**config.mk**
```make
export PLATFORM = sky130hd
export DESIGN_NAME = pipeline_hazard_ctrl
export DESIGN_NICKNAME = d
export VERILOG_FILES = /design/src/rtl/pipeline_hazard_ctrl.sv
export SDC_FILE = /design/constraint.sdc
export NUM_CORES = 1
export LEC_CHECK = 0
export ABC_CLOCK_PERIOD_IN_PS = 2300
export CAP_MARGIN = 20
export CORE_MARGIN = 1.5
export CORE_UTILIZATION = 45
export CTS_BUF_LIST = sky130_fd_sc_hd__clkbuf_4
export DETAILED_ROUTE_END_ITERATION = 10
export HOLD_SLACK_MARGIN = 0.15
export PLACE_DENSITY = 0.83
export SETUP_SLACK_MARGIN = 0.02
export SLEW_MARGIN = 0
export SYNTH_ARGS = -nofsm -noshare
export SYNTH_HDL_FRONTEND = slang
export SYNTH_SLANG_ARGS = --single-unit
```
**constraint.sdc**
```tcl
create_clock -name clk -period 2.3 [get_ports clk]
set_input_delay 0.46 -clock clk [delete_from_list [all_inputs] [get_ports clk]]
set_output_delay 0.46 -clock clk [all_outputs]
set_load 0.02 [all_outputs]
```
**src/rtl/pipeline_hazard_ctrl.sv**
```systemverilog
`default_nettype none
// ============================================================================
// Module      : pipeline_hazard_ctrl
// Description : Hazard controller for a 5-stage in-order pipeline. Generates
//               the stall/flush controls for a load-use interlock, taken
//               branches, data-memory back-pressure and instruction-fetch
//               latency, including dropping a wrong-path fetch that is still
//               in flight when a branch resolves. Stall/flush outputs are
//               combinational; FSM state and performance counters are
//               registered.
// Revision    : 1.0 - initial release
// ============================================================================
module pipeline_hazard_ctrl #(
  parameter int CNT_W = 32
) (
  input  logic             clk,
  input  logic             rst_n,
  input  logic [4:0]       Rs1D,
  input  logic [4:0]       Rs2D,
  input  logic [4:0]       RdE,
  input  logic             MemReadE,
  input  logic             PCSrcE,
  input  logic             imem_valid_F,
  input  logic             dmem_busy_M,
  output logic             StallF,
  output logic             StallD,
  output logic             StallE,
  output logic             FlushD,
  output logic             FlushE,
  output logic [CNT_W-1:0] stall_cnt,
  output logic [CNT_W-1:0] flush_cnt,
  output logic [1:0]       state_o
);

  localparam logic [1:0] S_RUN       = 2'd0;
  localparam logic [1:0] S_WAIT_IMEM = 2'd1;
  localparam logic [1:0] S_WAIT_DMEM = 2'd2;
  localparam logic [1:0] S_DROP      = 2'd3;

  localparam logic [CNT_W-1:0] CNT_MAX = {CNT_W{1'b1}};
  localparam logic [CNT_W-1:0] CNT_ONE = {{(CNT_W-1){1'b0}}, 1'b1};

  logic [1:0]       state_q;
  logic [1:0]       state_d;
  logic [CNT_W-1:0] stall_cnt_q;
  logic [CNT_W-1:0] flush_cnt_q;
  logic             load_use;

  // A load whose destination feeds the Decode instruction; x0 never hazards.
  assign load_use = MemReadE && (RdE != 5'd0) && ((RdE == Rs1D) || (RdE == Rs2D));

  // State register; reset discards any pending drop or memory wait.
  always_ff @(posedge clk) begin
    if (!rst_n) begin
      state_q <= S_RUN;
    end else begin
      state_q <= state_d;
    end
  end

  // Next-state selection, highest-priority event first.
  always_comb begin
    state_d = S_RUN;
    if (dmem_busy_M) begin
      // A pending wrong-path drop must survive a memory freeze.
      state_d = (state_q == S_DROP) ? S_DROP : S_WAIT_DMEM;
    end else if (PCSrcE) begin
      // A fetch still in flight at branch resolution belongs to the wrong path.
      state_d = imem_valid_F ? S_RUN : S_DROP;
    end else if (state_q == S_DROP) begin
      state_d = imem_valid_F ? S_RUN : S_DROP;
    end else if (!imem_valid_F) begin
      // Also covers a load-use stall that overlaps an outstanding fetch.
      state_d = S_WAIT_IMEM;
    end else begin
      state_d = S_RUN;
    end
  end

  // Stall/flush controls from current state and inputs (zero-cycle latency).
  always_comb begin
    StallF = 1'b0;
    StallD = 1'b0;
    StallE = 1'b0;
    FlushD = 1'b0;
    FlushE = 1'b0;
    if (!rst_n) begin
      // Keep bubbles flowing into Decode/Execute while reset is held.
      FlushD = 1'b1;
      FlushE = 1'b1;
    end else if (dmem_busy_M) begin
      StallF = 1'b1;
      StallD = 1'b1;
      StallE = 1'b1;
    end else if (PCSrcE) begin
      FlushD = 1'b1;
      FlushE = 1'b1;
    end else if (state_q == S_DROP) begin
      // PC already holds the branch target; squash whatever returns.
      StallF = 1'b1;
      FlushD = 1'b1;
    end else if (load_use) begin
      // The ID/EX flush turns the load's successor into a single bubble.
      StallF = 1'b1;
      StallD = 1'b1;
      FlushE = 1'b1;
    end else if (!imem_valid_F) begin
      StallF = 1'b1;
      FlushD = 1'b1;
    end
  end

  // Saturating performance counters for stall and Decode-flush cycles.
  always_ff @(posedge clk) begin
    if (!rst_n) begin
      stall_cnt_q <= '0;
      flush_cnt_q <= '0;
    end else begin
      if (StallF && (stall_cnt_q != CNT_MAX)) begin
        stall_cnt_q <= stall_cnt_q + CNT_ONE;
      end
      if (FlushD && (flush_cnt_q != CNT_MAX)) begin
        flush_cnt_q <= flush_cnt_q + CNT_ONE;
      end
    end
  end

  assign stall_cnt = stall_cnt_q;
  assign flush_cnt = flush_cnt_q;
  assign state_o   = state_q;

endmodule
`default_nettype wire

```
### Word-level counts from Yosys, hierarchy flattened

Cells that the tools add are included.
Widths: inputs -> output; s select.

* register bits: 66
* bits of input ports: 21
* output and inout port bits: 71
* logic and storage cells: 43

* $add $sub $neg: 2
* eq/ne operators: 5
* muxes and demuxes: 27
* reductions and logical operators: 6

Operators by type and width (count)
* $add 32x1->32 const B: 2
* $ne 32x32->1 const B: 2
* $mux 1: 23
* $eq 5x5->1: 2
* $mux 2: 4
* $reduce_bool 5->1: 1
* $logic_and 1x1->1: 4
* $eq 2x2->1 const B: 1
* $logic_or 1x1->1: 1

### Depth between registers and ports, before layout

Gate-level depths: netlist (run 1).

* depth after elaboration: 9
* gate-level depth with buffers: 9

### Worst setup path before layout (run 1)

No wires, ideal clock.

* path type: input to output
* start: input RdE[1]
* end: output FlushD
* arrival: 2.011 ns
* required time: 1.840 ns
* slack: -0.171 ns
* stages on the path: 7
* cells stage by stage: or4_1 -> o21ai_2 -> or2_1 -> nor2_1 -> clkbuf_1 -> clkbuf_1 -> nor2_1

* cells in the longest elaborated chain, start to end: 8
* elaborated cells between the ends (all ways): 11

Ends and longest elaborated chain
* start: declaration: line 20 `input logic [4:0] RdE,`
* $eq 5x5->1 / $reduce_bool 5->1 (equally long branches): line 50 `assign load_use = MemReadE && (RdE != 5'd0) && ((RdE == Rs1D) || (RdE == Rs2D));`
* $logic_or 1x1->1 / $logic_and 1x1->1 (equally long branches): line 50
* $logic_and 1x1->1 (*): line 50
* $mux 1 (*): line 102 `end else if (load_use) begin`
* $mux 1 (*): line 98 `end else if (state_q == S_DROP) begin`
* $mux 1 (*): line 95 `end else if (PCSrcE) begin`
* $mux 1 (*): line 91 `end else if (dmem_busy_M) begin`
* $mux 1 (*): line 87 `if (!rst_n) begin`
* end: declaration: line 28 `output logic FlushD,`

Every way passes the cells marked *; elsewhere a longest branch is shown, timed or not.

### Worst setup path after layout (run 1)

* start: input RdE[2]
* end: output FlushE

* cells in the longest elaborated chain, start to end: 8
* elaborated cells between the ends (all ways): 11

Ends and longest elaborated chain
* $eq 5x5->1 / $reduce_bool 5->1 (equally long branches): line 50
* $logic_or 1x1->1 / $logic_and 1x1->1 (equally long branches): line 50
* $logic_and 1x1->1 (*): line 50
* $mux 1 (*): line 102
* $mux 1 (*): line 98
* $mux 1 (*): line 95
* $mux 1 (*): line 91
* $mux 1 (*): line 87
* end: declaration: line 29 `output logic FlushE,`

Marks and branches as above.

==> qor.txt, run 1 <==
Outcome = finished clean
GR Util met2 = 45.7%
DRT iter0 DRCs = 265
Pleak = 1.93 nW
Cells taking the most area after synthesis = dfxtp_1 37%, a21oi_1 5.5%, or3_1 5.4%
Final nets = 612
Gate Count Post-Synth = 442
Die ar. = 0.00858 mm2
Cell variety after synth = 54
Ratio of final minimum period to clock period = 99.5%
Seq cells post-synth = 66
Global-route wire length before repair = 18.3 mm
Final ANT Viol Nets = 0
Dpl hpwl = 7.86 mm
Overflow after GRT = 0
Register area = 0.00134 mm2
Antenna violations before repair = 0
Post-synth EDFFs = 0
Final slew viol count = 0
Layout Cells excl Fill = 695
Post-Place Cell Area = 0.00501 mm2
CTS max path bufs = 2
Worst EP arrival = 1.83 ns
DRT Wirelength = 11.6 mm
Number of port buffers = 91
Max Fclk = 0.437 GHz
Fin util = 68.2%
Worst relative slew slack = 61.8%
CP bufs+invs = 3
# rows = 32
Inst Count DP = 669
CTS root buf = clkbuf_4
Minimum clock period = 2.29 ns
Area leader, netlist = dfxtp_1
Commonest cells post-synth = 66 x dfxtp_1, 42 x nand2_1, 40 x a21oi_1, 31 x or3_1, 30 x o21ai_0
GR Util All Layers = 26.7%
Top-area cell type share of the netlist area = 36.5%
WL/cell = 16.7 um
Die height = 92.6 um
Final worst slack = 0.0113 ns
Number of global-route vias before repair = 3931
Clock skew = 0.0203 ns
Detailed Routing Iterations Pass 1 = 4
Number of fill cells = 620
GRT met3 Usage = 5.67%
Critical path launch point type = input pin
Register area share after synthesis = 36.5%
Syn_nets = 465
Power Density = 423 mW/mm2
Grt met1 use = 32.1%
DRC = 0
Area delta synth->final = 46.4%
Peak VDD IR = 278 uV
Critical path class = input pin to output port
Flop-to-flop setup slack = 0.08 ns
Hold Vio Cnt, Final = 0
Post-Syn Area per Cell = 8.18 um2
Layout cells sized above 1 = 20.6%
Critical path fanouts, max = 3
GR peak layer = met2
Post-place setup slack = -0.778 ns
Crit-path max cell delay = 0.31 ns
# diodes = 0
CTS clk-pin slew, worst paths = 0.12 ns
Multi-input logic area = 0.00229 mm2
Min-delay worst type = input pin to register
H-tree levels = 3
Synthesized area = 0.00362 mm2
RD Place Congestion = 0.859
RSZ-0062 raised after global routing = true
IO Count = 92
Top-count cell post-synth = dfxtp_1
Maxcap violations = 0
Fin area = 0.00529 mm2
Core area = 0.00777 mm2
Critical-path cell list = buf_2 -> buf_4 -> xnor2_2 -> nand2_1 -> o22a_2 -> nor2_4 -> nand2_1 -> a31oi_1 -> buf_4
Clk Latency, worst-skew pair = 0.42 ns
Warnings, synthesis = 0
Worst Setup End Kind = output port
Pin count of the biggest net entering global routing = 31
Via/cell ratio = 6.03
CTS sink cnt = 66
CP top delay family = compound AO/OA/AOI/OAI gates
TNS Setup = 0 ns
Worst slew pin tran = 0.558 ns
WP data required = 1.84 ns
Die W = 92.6 um
Via count = 4192
Initial core utilization = 46.6%
TritonCTS buffer count = 9
Ys async rst share = 0%
Main flop type after synthesis = dfxtp_1
Slowest-stage cell, CP = o22a_2
Final setup viols = 0
CTS tree = yes
==> state kept, by name, summed over array words and instances (netlist names) <==
register   count
flush_cnt     32
stall_cnt     32
state_o        2
==> cell families (layout without fill, tap and decap cells) <==
family                   Yosys count  count (layout)  synth area share, %
AO/OA/AOI/OAI                    122             122                 21.5
flip-flops                        66              66                 36.5
buffers and inverters             27             178                 3.01
adder cells (fa/ha/maj)            2               2                0.692
multiplexers                      12              12                 3.32
XOR/XNOR                          11              11                 2.66
AND/OR/NAND/NOR                  202             202                 32.3
==> worst register-to-register path, cell delays in order, from the launching register on <==
cell and delay, ns:
dfxtp_1 0.40, and4_1 0.25, nand3_1 0.13, or3_1 0.44
or3_4 0.37, or3b_1 0.40, mux2i_1 0.13
==> stage by stage <==
step | hold WS (ns) | total power [mW]
after floorplan | 0.512 | 1.32
after global placement | 0.475 | 1.47
after detailed placement | 0.485 | 1.47
after CTS | 0.501 | 2.23
after global routing | 0.500 | 2.33
final | 0.487 | 2.24
==> repair_timing <==
action / in CTS / in global routing
cloned: 0 / 0
endpoints found under the setup margin: 27 / 26
hold endpoints to repair: 0 / 0
buffers inserted: 9 / 2
pin swaps: 17 / 16
hold buffers: 0 / 0
resized for setup: 62 / 22
==> final cells by class <==
cell class | instances | area share, %
clock inverters | 5 | 0.874
well taps | 102 | 2.41
inverters | 6 | 0.425
repair buffers | 157 | 26.3
clock buffers | 10 | 1.42
multi-input cells | 349 | 43.3
flip-flops and latches | 66 | 25.2
==> where the power goes <==
group	switching [mW]	internal [mW]	total, mW
Clock	0.429	0.326	0.755
Sequential	0.0108	1.15	1.16
Combinational	0.169	0.154	0.323
==> final timing paths <==
| kind | end | cells after the start | start |
|---|---|---|---|
| worst max-delay path | FlushE | 9 | RdE[2] |
| worst min-delay path | state_o[1] | 5 | PCSrcE |
| worst max register to register | flush_cnt[28] | 6 | flush_cnt[17] |
| worst min register to register | stall_cnt[24] | 2 | stall_cnt[24] |
==> layout by cell type, fill, tap and decap left out, drive strengths merged, types with 2 or more instances in the layout <==
cell	count
a2111oi	2
a211oi	4
a21o	3
a21oi	40
and2	8
and3	12
and4	13
buf	73
clkbuf	11
clkdlybuf4s50	68
clkinv	5
dfxtp	66
dlygate4sd2	11
dlymetal6s2s	4
ha	2
inv	5
mux2i	12
nand2	42
nand2b	11
nand3	29
nand4	13
nor2	13
nor3	7
nor4	3
o211ai	8
o21a	7
o21ai	31
o31ai	15
or3	32
or3b	2
or4	12
xnor2	10
==> routing by layer <==
metal / part of all wire (%) / vias to the layer above
met2: 49 / 192
met1: 42 / 1980
met3: 6.4 / 41
met4: 3.2 / 0
met5: 0 / -
li1: - / 1979
Note: power is estimated with default switching activity, not from simulation.
==> run 2: changes to the inputs <==
--- a/config.mk
+++ b/config.mk
@@ -7,7 +7,7 @@
 export LEC_CHECK = 0
 export ABC_CLOCK_PERIOD_IN_PS = 2300
 export CAP_MARGIN = 20
-export CORE_MARGIN = 1.5
+export CORE_MARGIN = 5
 export CORE_UTILIZATION = 45
 export CTS_BUF_LIST = sky130_fd_sc_hd__clkbuf_4
 export DETAILED_ROUTE_END_ITERATION = 10
==> qor.txt, run 2 (same netlist as run 1, synthesis figures left out) <==
Number of fill cells = 651 (was 620)
DRT Wirelength = 11.3 mm (was 11.6 mm)
Worst slew pin tran = 0.455 ns (was 0.558 ns)
Maxcap violations = 0 (unchanged)
Initial core utilization = 46.6% (unchanged)
Power Density = 430 mW/mm2 (was 423 mW/mm2)
Most frequent cells in the layout = 70 x clkdlybuf4s50_1, 56 x dfxtp_1, 56 x buf_4 (was 68 x clkdlybuf4s50_1, 65 x buf_4, 57 x dfxtp_1)
Worst EP arrival = 1.83 ns (about the same)
CP bufs+invs = 2 (was 3)
CP top delay family = compound AO/OA/AOI/OAI gates (unchanged)
Critical path fanouts, max = 3 (unchanged)
Dpl hpwl = 8.21 mm (was 7.86 mm)
CTS clk-pin slew, worst paths = 0.11 ns (was 0.12 ns)
Global-route wire length before repair = 18.6 mm (was 18.3 mm)
Slowest-stage cell, CP = o22a_2 (unchanged)
Min-delay worst type = input pin to register (unchanged)
IO Count = 92 (unchanged)
Die W = 99.6 um (was 92.6 um)
Final setup viols = 0 (unchanged)
H-tree levels = 3 (unchanged)
Via count = 4070 (was 4192)
CTS tree = yes (unchanged)
Clock skew = 0.0187 ns (was 0.0203 ns)
Pleak = 1.87 nW (was 1.93 nW)
# diodes = 0 (unchanged)
CTS root buf = clkbuf_4 (unchanged)
Core area = 0.00777 mm2 (unchanged)
Peak VDD IR = 289 uV (was 278 uV)
DRC = 0 (unchanged)
Detailed Routing Iterations Pass 1 = 4 (unchanged)
Final slew viol count = 0 (unchanged)
TritonCTS buffer count = 9 (unchanged)
Minimum clock period = 2.29 ns (about the same)
WHS Endpoint = state_o[1] (unchanged)
Area delta synth->final = 44.0% (was 46.4%)
Fin util = 67.0% (was 68.2%)
Hold depth = 3 (was 5)
Max Fclk = 0.437 GHz (about the same)
Overflow after GRT = 0 (unchanged)
Critical-path cell list = dlygate4sd2_1 -> xnor2_1 -> nand3_1 -> o22a_2 -> nor2_2 -> nand2_1 -> a31oi_1 -> buf_4 (was buf_2 -> buf_4 -> xnor2_2 -> nand2_1 -> o22a_2 -> nor2_4 -> nand2_1 -> a31oi_1 -> buf_4)
RD Place Congestion = 0.952 (was 0.859)
Final ANT Viol Nets = 0 (unchanged)
Number of global-route vias before repair = 3880 (was 3931)
RSZ-0062 raised after global routing = true (unchanged)
Ratio of final minimum period to clock period = 99.4% (was 99.5%)
Hold Vio Cnt, Final = 0 (unchanged)
Number of port buffers = 91 (unchanged)
Critical path launch point type = input pin (unchanged)
Worst Setup End Kind = output port (unchanged)
Post-place setup slack = -0.732 ns (was -0.778 ns)
TNS Setup = 0 ns (unchanged)
Flop-to-flop setup slack = 0.13 ns (was 0.08 ns)
Die ar. = 0.00993 mm2 (was 0.00858 mm2)
Most common cell after layout, fill and taps aside = clkdlybuf4s50_1 (unchanged)
CTS sink cnt = 66 (unchanged)
Hold_sp = dmem_busy_M (was PCSrcE)
Clk Latency, worst-skew pair = 0.43 ns (was 0.42 ns)
Worst relative slew slack = 68.9% (was 61.8%)
Critical path class = input pin to output port (unchanged)
Final nets = 603 (was 612)
RR Endpoint = flush_cnt[28] (unchanged)
GR Util All Layers = 22.9% (was 26.7%)
Final worst slack = 0.0137 ns (was 0.0113 ns)
Reg2Reg Launch Point = flush_cnt[22] (was flush_cnt[17])
Worst r2r path cells = 6 (unchanged)
WL/cell = 16.5 um (was 16.7 um)
Outcome = finished clean (unchanged)
Die height = 99.6 um (was 92.6 um)
WP data required = 1.84 ns (about the same)
Layout cells sized above 1 = 20.0% (was 20.6%)
DRT iter0 DRCs = 177 (was 265)
Via/cell ratio = 5.93 (was 6.03)
# rows = 32 (unchanged)
Antenna violations before repair = 0 (unchanged)
Post-CTS Hold Buffers = 0 (unchanged)
Pin count of the biggest net entering global routing = 30 (was 31)
Crit-path max cell delay = 0.30 ns (was 0.31 ns)
CTS max path bufs = 2 (unchanged)
-- run 2: cell count changes in the layout (fill, tap and decap cells not counted), moves of 3 or more --
cell,before,now
xnor2_1,6,9
buf_4,65,56
xnor2_2,4,1
clkinv_1,4,1
-- run 2: worst max-delay path by stage --
stage	start	end	slack [ns]	cells past startpoint
3_3_place_gp	RdE[1]	StallF	-0.69	6
3_5_place_dp	RdE[0]	FlushE	-0.73	8
5_1_grt	Rs2D[0]	FlushE	-0.08	8
6_report	Rs2D[4]	FlushE	0.01	8
4_1_cts	Rs1D[1]	FlushE	-0.04	8
2_1_floorplan	RdE[1]	FlushD	0.03	7
-- run 2: repair_timing --
item,4_1_cts,5_1_grt
endpoints found under the setup margin,27,17
buffers inserted,2,1
pin swaps,19,18
gates resized for setup,54,29
-- run 2: per-layer routing --
layer	global-route usage, %	vias to the layer above	part of all wire (%)	wire length [um]
li1	-	1965	-	-
met1	28.4	1927	42	4760
met2	38.7	157	49	5520
met3	5.54	21	7.2	809
met4	7.88	0	1.9	211
met5	0	-	0	0
-- run 2: report_power, final --
group / internal [mW] / switching [mW] / total [mW]
clock: 0.336 / 0.452 / 0.787
sequential: 1.15 / 0.0114 / 1.16
combinational: 0.135 / 0.155 / 0.290
total: 1.62 / 0.618 / 2.24
-- run 2: area by class of cell --
type / count / area (um2) / share of cell area [%]
Tap cell: 102 / 128 / 2.45
Multi-Input combinational cell: 349 / 2260 / 43.5
Timing Repair Buffer: 148 / 1320 / 25.4
Clock buffer: 10 / 75.1 / 1.44
Sequential cell: 66 / 1340 / 25.7
Clock inverter: 5 / 56.3 / 1.08
Inverter: 6 / 22.5 / 0.433
-- run 2: worst reg2reg max path, stage by stage, from the launching register on --
cell and delay (ns):
dfxtp_1 0.40, and4_1 0.26, nand3_1 0.11, or3_1 0.42, or3_4 0.36, or3b_1 0.40, mux2i_1 0.12
-- run 2: per-stage QoR --
step	power [mW]	cell area, um2	hold WS, ns	cells
global placement	1.46	5000	0.477	668
global route	2.32	5210	0.471	686
detailed placement	1.47	5000	0.489	668
CTS	2.24	5150	0.505	685
floorplan	1.32	3630	0.512	442
finish	2.24	5210	0.432	686
==> run 3: changes to the inputs <==
--- a/config.mk
+++ b/config.mk
@@ -12,7 +12,7 @@
 export CTS_BUF_LIST = sky130_fd_sc_hd__clkbuf_4
 export DETAILED_ROUTE_END_ITERATION = 10
 export HOLD_SLACK_MARGIN = 0.15
-export PLACE_DENSITY = 0.83
+export PLACE_DENSITY_LB_ADDON = 0.1
 export SETUP_SLACK_MARGIN = 0.02
 export SLEW_MARGIN = 0
 export SYNTH_ARGS = -nofsm -noshare
==> qor.txt, run 3 (same netlist as run 1, synthesis figures left out) <==
Area delta synth->final = 43.7% (was 44.0%)
Worst slew pin tran = 0.451 ns (was 0.455 ns)
Initial core utilization = 46.6% (unchanged)
Die height = 99.6 um (unchanged)
Hold Vio Cnt, Final = 0 (unchanged)
Post-place setup slack = -0.802 ns (was -0.732 ns)
Reg2Reg Launch Point = flush_cnt[8] (was flush_cnt[22])
Fin area = 0.00519 mm2 (was 0.00521 mm2)
Flop-to-flop setup slack = 0.10 ns (was 0.13 ns)
Number of global-route vias before repair = 3743 (was 3880)
CTS root buf = clkbuf_4 (unchanged)
Most common cell after layout, fill and taps aside = clkdlybuf4s50_1 (unchanged)
# rows = 32 (unchanged)
Antenna violations before repair = 0 (unchanged)
Sw power = 0.603 mW (was 0.618 mW)
CTS sink cnt = 66 (unchanged)
Minimum clock period = 2.24 ns (was 2.29 ns)
Final worst slack = 0.0590 ns (was 0.0137 ns)
Layout cells sized above 1 = 18.3% (was 20.0%)
CTS max path bufs = 2 (unchanged)
Slowest-stage cell, CP = or4_4 (was o22a_2)
Post-CTS Hold Buffers = 0 (unchanged)
Critical path launch point type = input pin (unchanged)
GR Util All Layers = 20.9% (was 22.9%)
WP data required = 1.84 ns (about the same)
Clk Latency, worst-skew pair = 0.42 ns (was 0.43 ns)
Die W = 99.6 um (unchanged)
RD Place Congestion = 0.816 (was 0.952)
WL/cell = 15.3 um (was 16.5 um)
Critical-path cell list = buf_2 -> or4_4 -> o2111ai_4 -> o21a_1 -> inv_2 -> buf_6 (was dlygate4sd2_1 -> xnor2_1 -> nand3_1 -> o22a_2 -> nor2_2 -> nand2_1 -> a31oi_1 -> buf_4)
Max Fclk = 0.446 GHz (was 0.437 GHz)
IO Count = 92 (unchanged)
DRC = 0 (unchanged)
Worst hold slack = 0.500 ns (was 0.432 ns)
Outcome = finished clean (unchanged)
Ratio of final minimum period to clock period = 97.4% (was 99.4%)
Critical path fanouts, max = 3 (unchanged)
Pleak = 1.87 nW (about the same)
H-tree levels = 3 (unchanged)
Via/cell ratio = 5.73 (was 5.93)
Final nets = 603 (unchanged)
TritonCTS buffer count = 9 (unchanged)
Detailed Routing Iterations Pass 1 = 4 (unchanged)
Fin util = 66.9% (was 67.0%)
Global-route wire length before repair = 17.1 mm (was 18.6 mm)
Worst EP arrival = 1.78 ns (was 1.83 ns)
RR Endpoint = flush_cnt[28] (unchanged)
Power Density = 428 mW/mm2 (was 430 mW/mm2)
Core area = 0.00777 mm2 (unchanged)
Most frequent cells in the layout = 68 x clkdlybuf4s50_1, 60 x dfxtp_1, 56 x buf_4 (was 70 x clkdlybuf4s50_1, 56 x dfxtp_1, 56 x buf_4)
CP top delay family = simple AND/OR/NAND/NOR gates (was compound AO/OA/AOI/OAI gates)
Sequential power share = 52.4% (was 51.9%)
Final ANT Viol Nets = 0 (unchanged)
CTS clk-pin slew, worst paths = 0.12 ns (was 0.11 ns)
Pin count of the biggest net entering global routing = 45 (was 30)
Critical path class = input pin to output port (unchanged)
Min-delay worst type = register to register (was input pin to register)
CTS tree = yes (unchanged)
Crit-path max cell delay = 0.55 ns (was 0.30 ns)
Int Pwr = 1.62 mW (about the same)
Clock Power Share = 34.9% (was 35.1%)
TNS Setup = 0 ns (unchanged)
Peak VDD IR = 233 uV (was 289 uV)
WHS Endpoint = flush_cnt[9] (was state_o[1])
DRT iter0 DRCs = 194 (was 177)
# diodes = 0 (unchanged)
Hold_sp = flush_cnt[9] (was dmem_busy_M)
Clock skew = 0.0231 ns (was 0.0187 ns)
Dpl hpwl = 7.71 mm (was 8.21 mm)
Final setup viols = 0 (unchanged)
Hold depth = 2 (was 3)
Final slew viol count = 0 (unchanged)
Fraction of power consumed by combinational cells = 12.7% (was 13.0%)
Worst relative slew slack = 69.5% (was 68.9%)
Die ar. = 0.00993 mm2 (unchanged)
Number of fill cells = 679 (was 651)
Via count = 3934 (was 4070)
Maxcap violations = 0 (unchanged)
Overflow after GRT = 0 (unchanged)
Worst r2r path cells = 6 (unchanged)
Switching part of the total = 27.1% (was 27.6%)
Post-Place Cell Area = 0.00499 mm2 (was 0.00500 mm2)
CP bufs+invs = 3 (was 2)
DRT Wirelength = 10.5 mm (was 11.3 mm)
Number of port buffers = 91 (unchanged)
Worst Setup End Kind = output port (unchanged)
run 3: changes by cell type in the layout (fill, tap and decap cells not counted), moves of 2 or more:
cell             delta
a21oi_1             +2
a21oi_2             -2
and2_1              +2
clkdlybuf4s15_1     +3
clkdlybuf4s50_1     -2
dfxtp_1             +4
dfxtp_2             -2
dfxtp_4             -2
dlygate4sd2_1       +2
dlymetal6s2s_1      -3
run 3: tightest hold or removal path, cell delays in order (launching register included):
cell	delay [ns]
dfxtp_2	0.37
nand2_1	0.06
mux2i_1	0.05
run 3: worst max path at each step:
stage	depth (start not counted)	from	endpoint	slack, ns
3_3_place_gp	6	RdE[1]	StallF	-0.79
6_report	6	RdE[4]	StallF	0.06
4_1_cts	6	RdE[1]	StallF	0.03
3_5_place_dp	6	RdE[1]	StallF	-0.80
2_1_floorplan	7	RdE[1]	FlushD	0.03
5_1_grt	8	Rs1D[3]	FlushE	-0.01
run 3: power by group through the flow:
stage / Sequential, mW / Clock, mW / Combinational (mW)
after floorplan: 1.20 / 0 / 0.118
after global placement: 1.19 / 0 / 0.274
after detailed placement: 1.19 / 0 / 0.279
after CTS: 1.17 / 0.790 / 0.276
after global routing: 1.17 / 0.835 / 0.304
final: 1.17 / 0.775 / 0.282
run 3: cell type report:
| class | instances | area, um2 | share of cell area (%) |
|---|---|---|---|
| clock buffer | 10 | 75.1 | 1.45 |
| clock inverter | 6 | 57.6 | 1.11 |
| inverter | 6 | 22.5 | 0.434 |
| multi-input combinational | 349 | 2260 | 43.6 |
| sequential | 66 | 1330 | 25.6 |
| tap | 102 | 128 | 2.46 |
| timing repair buffer | 148 | 1320 | 25.4 |
run 3: layer usage:
metal	wire (um)	global-route usage (%)
met3	426	3.16
met5	0	0
met2	5360	37.2
met4	200	8.72
met1	4550	25.0
run 3: metrics by stage:
| step | cells | total power [mW] |
|---|---|---|
| after global placement | 665 | 1.46 |
| after floorplan | 442 | 1.32 |
| after detailed placement | 665 | 1.47 |
| final | 687 | 2.22 |
| after global routing | 687 | 2.31 |
| after CTS | 684 | 2.23 |
run 3: what timing repair did:
action,CTS,global route
pin swaps,21,16
resized for setup,60,15
gates cloned,0,0
setup endpoints to repair,28,15
buffers inserted,3,3
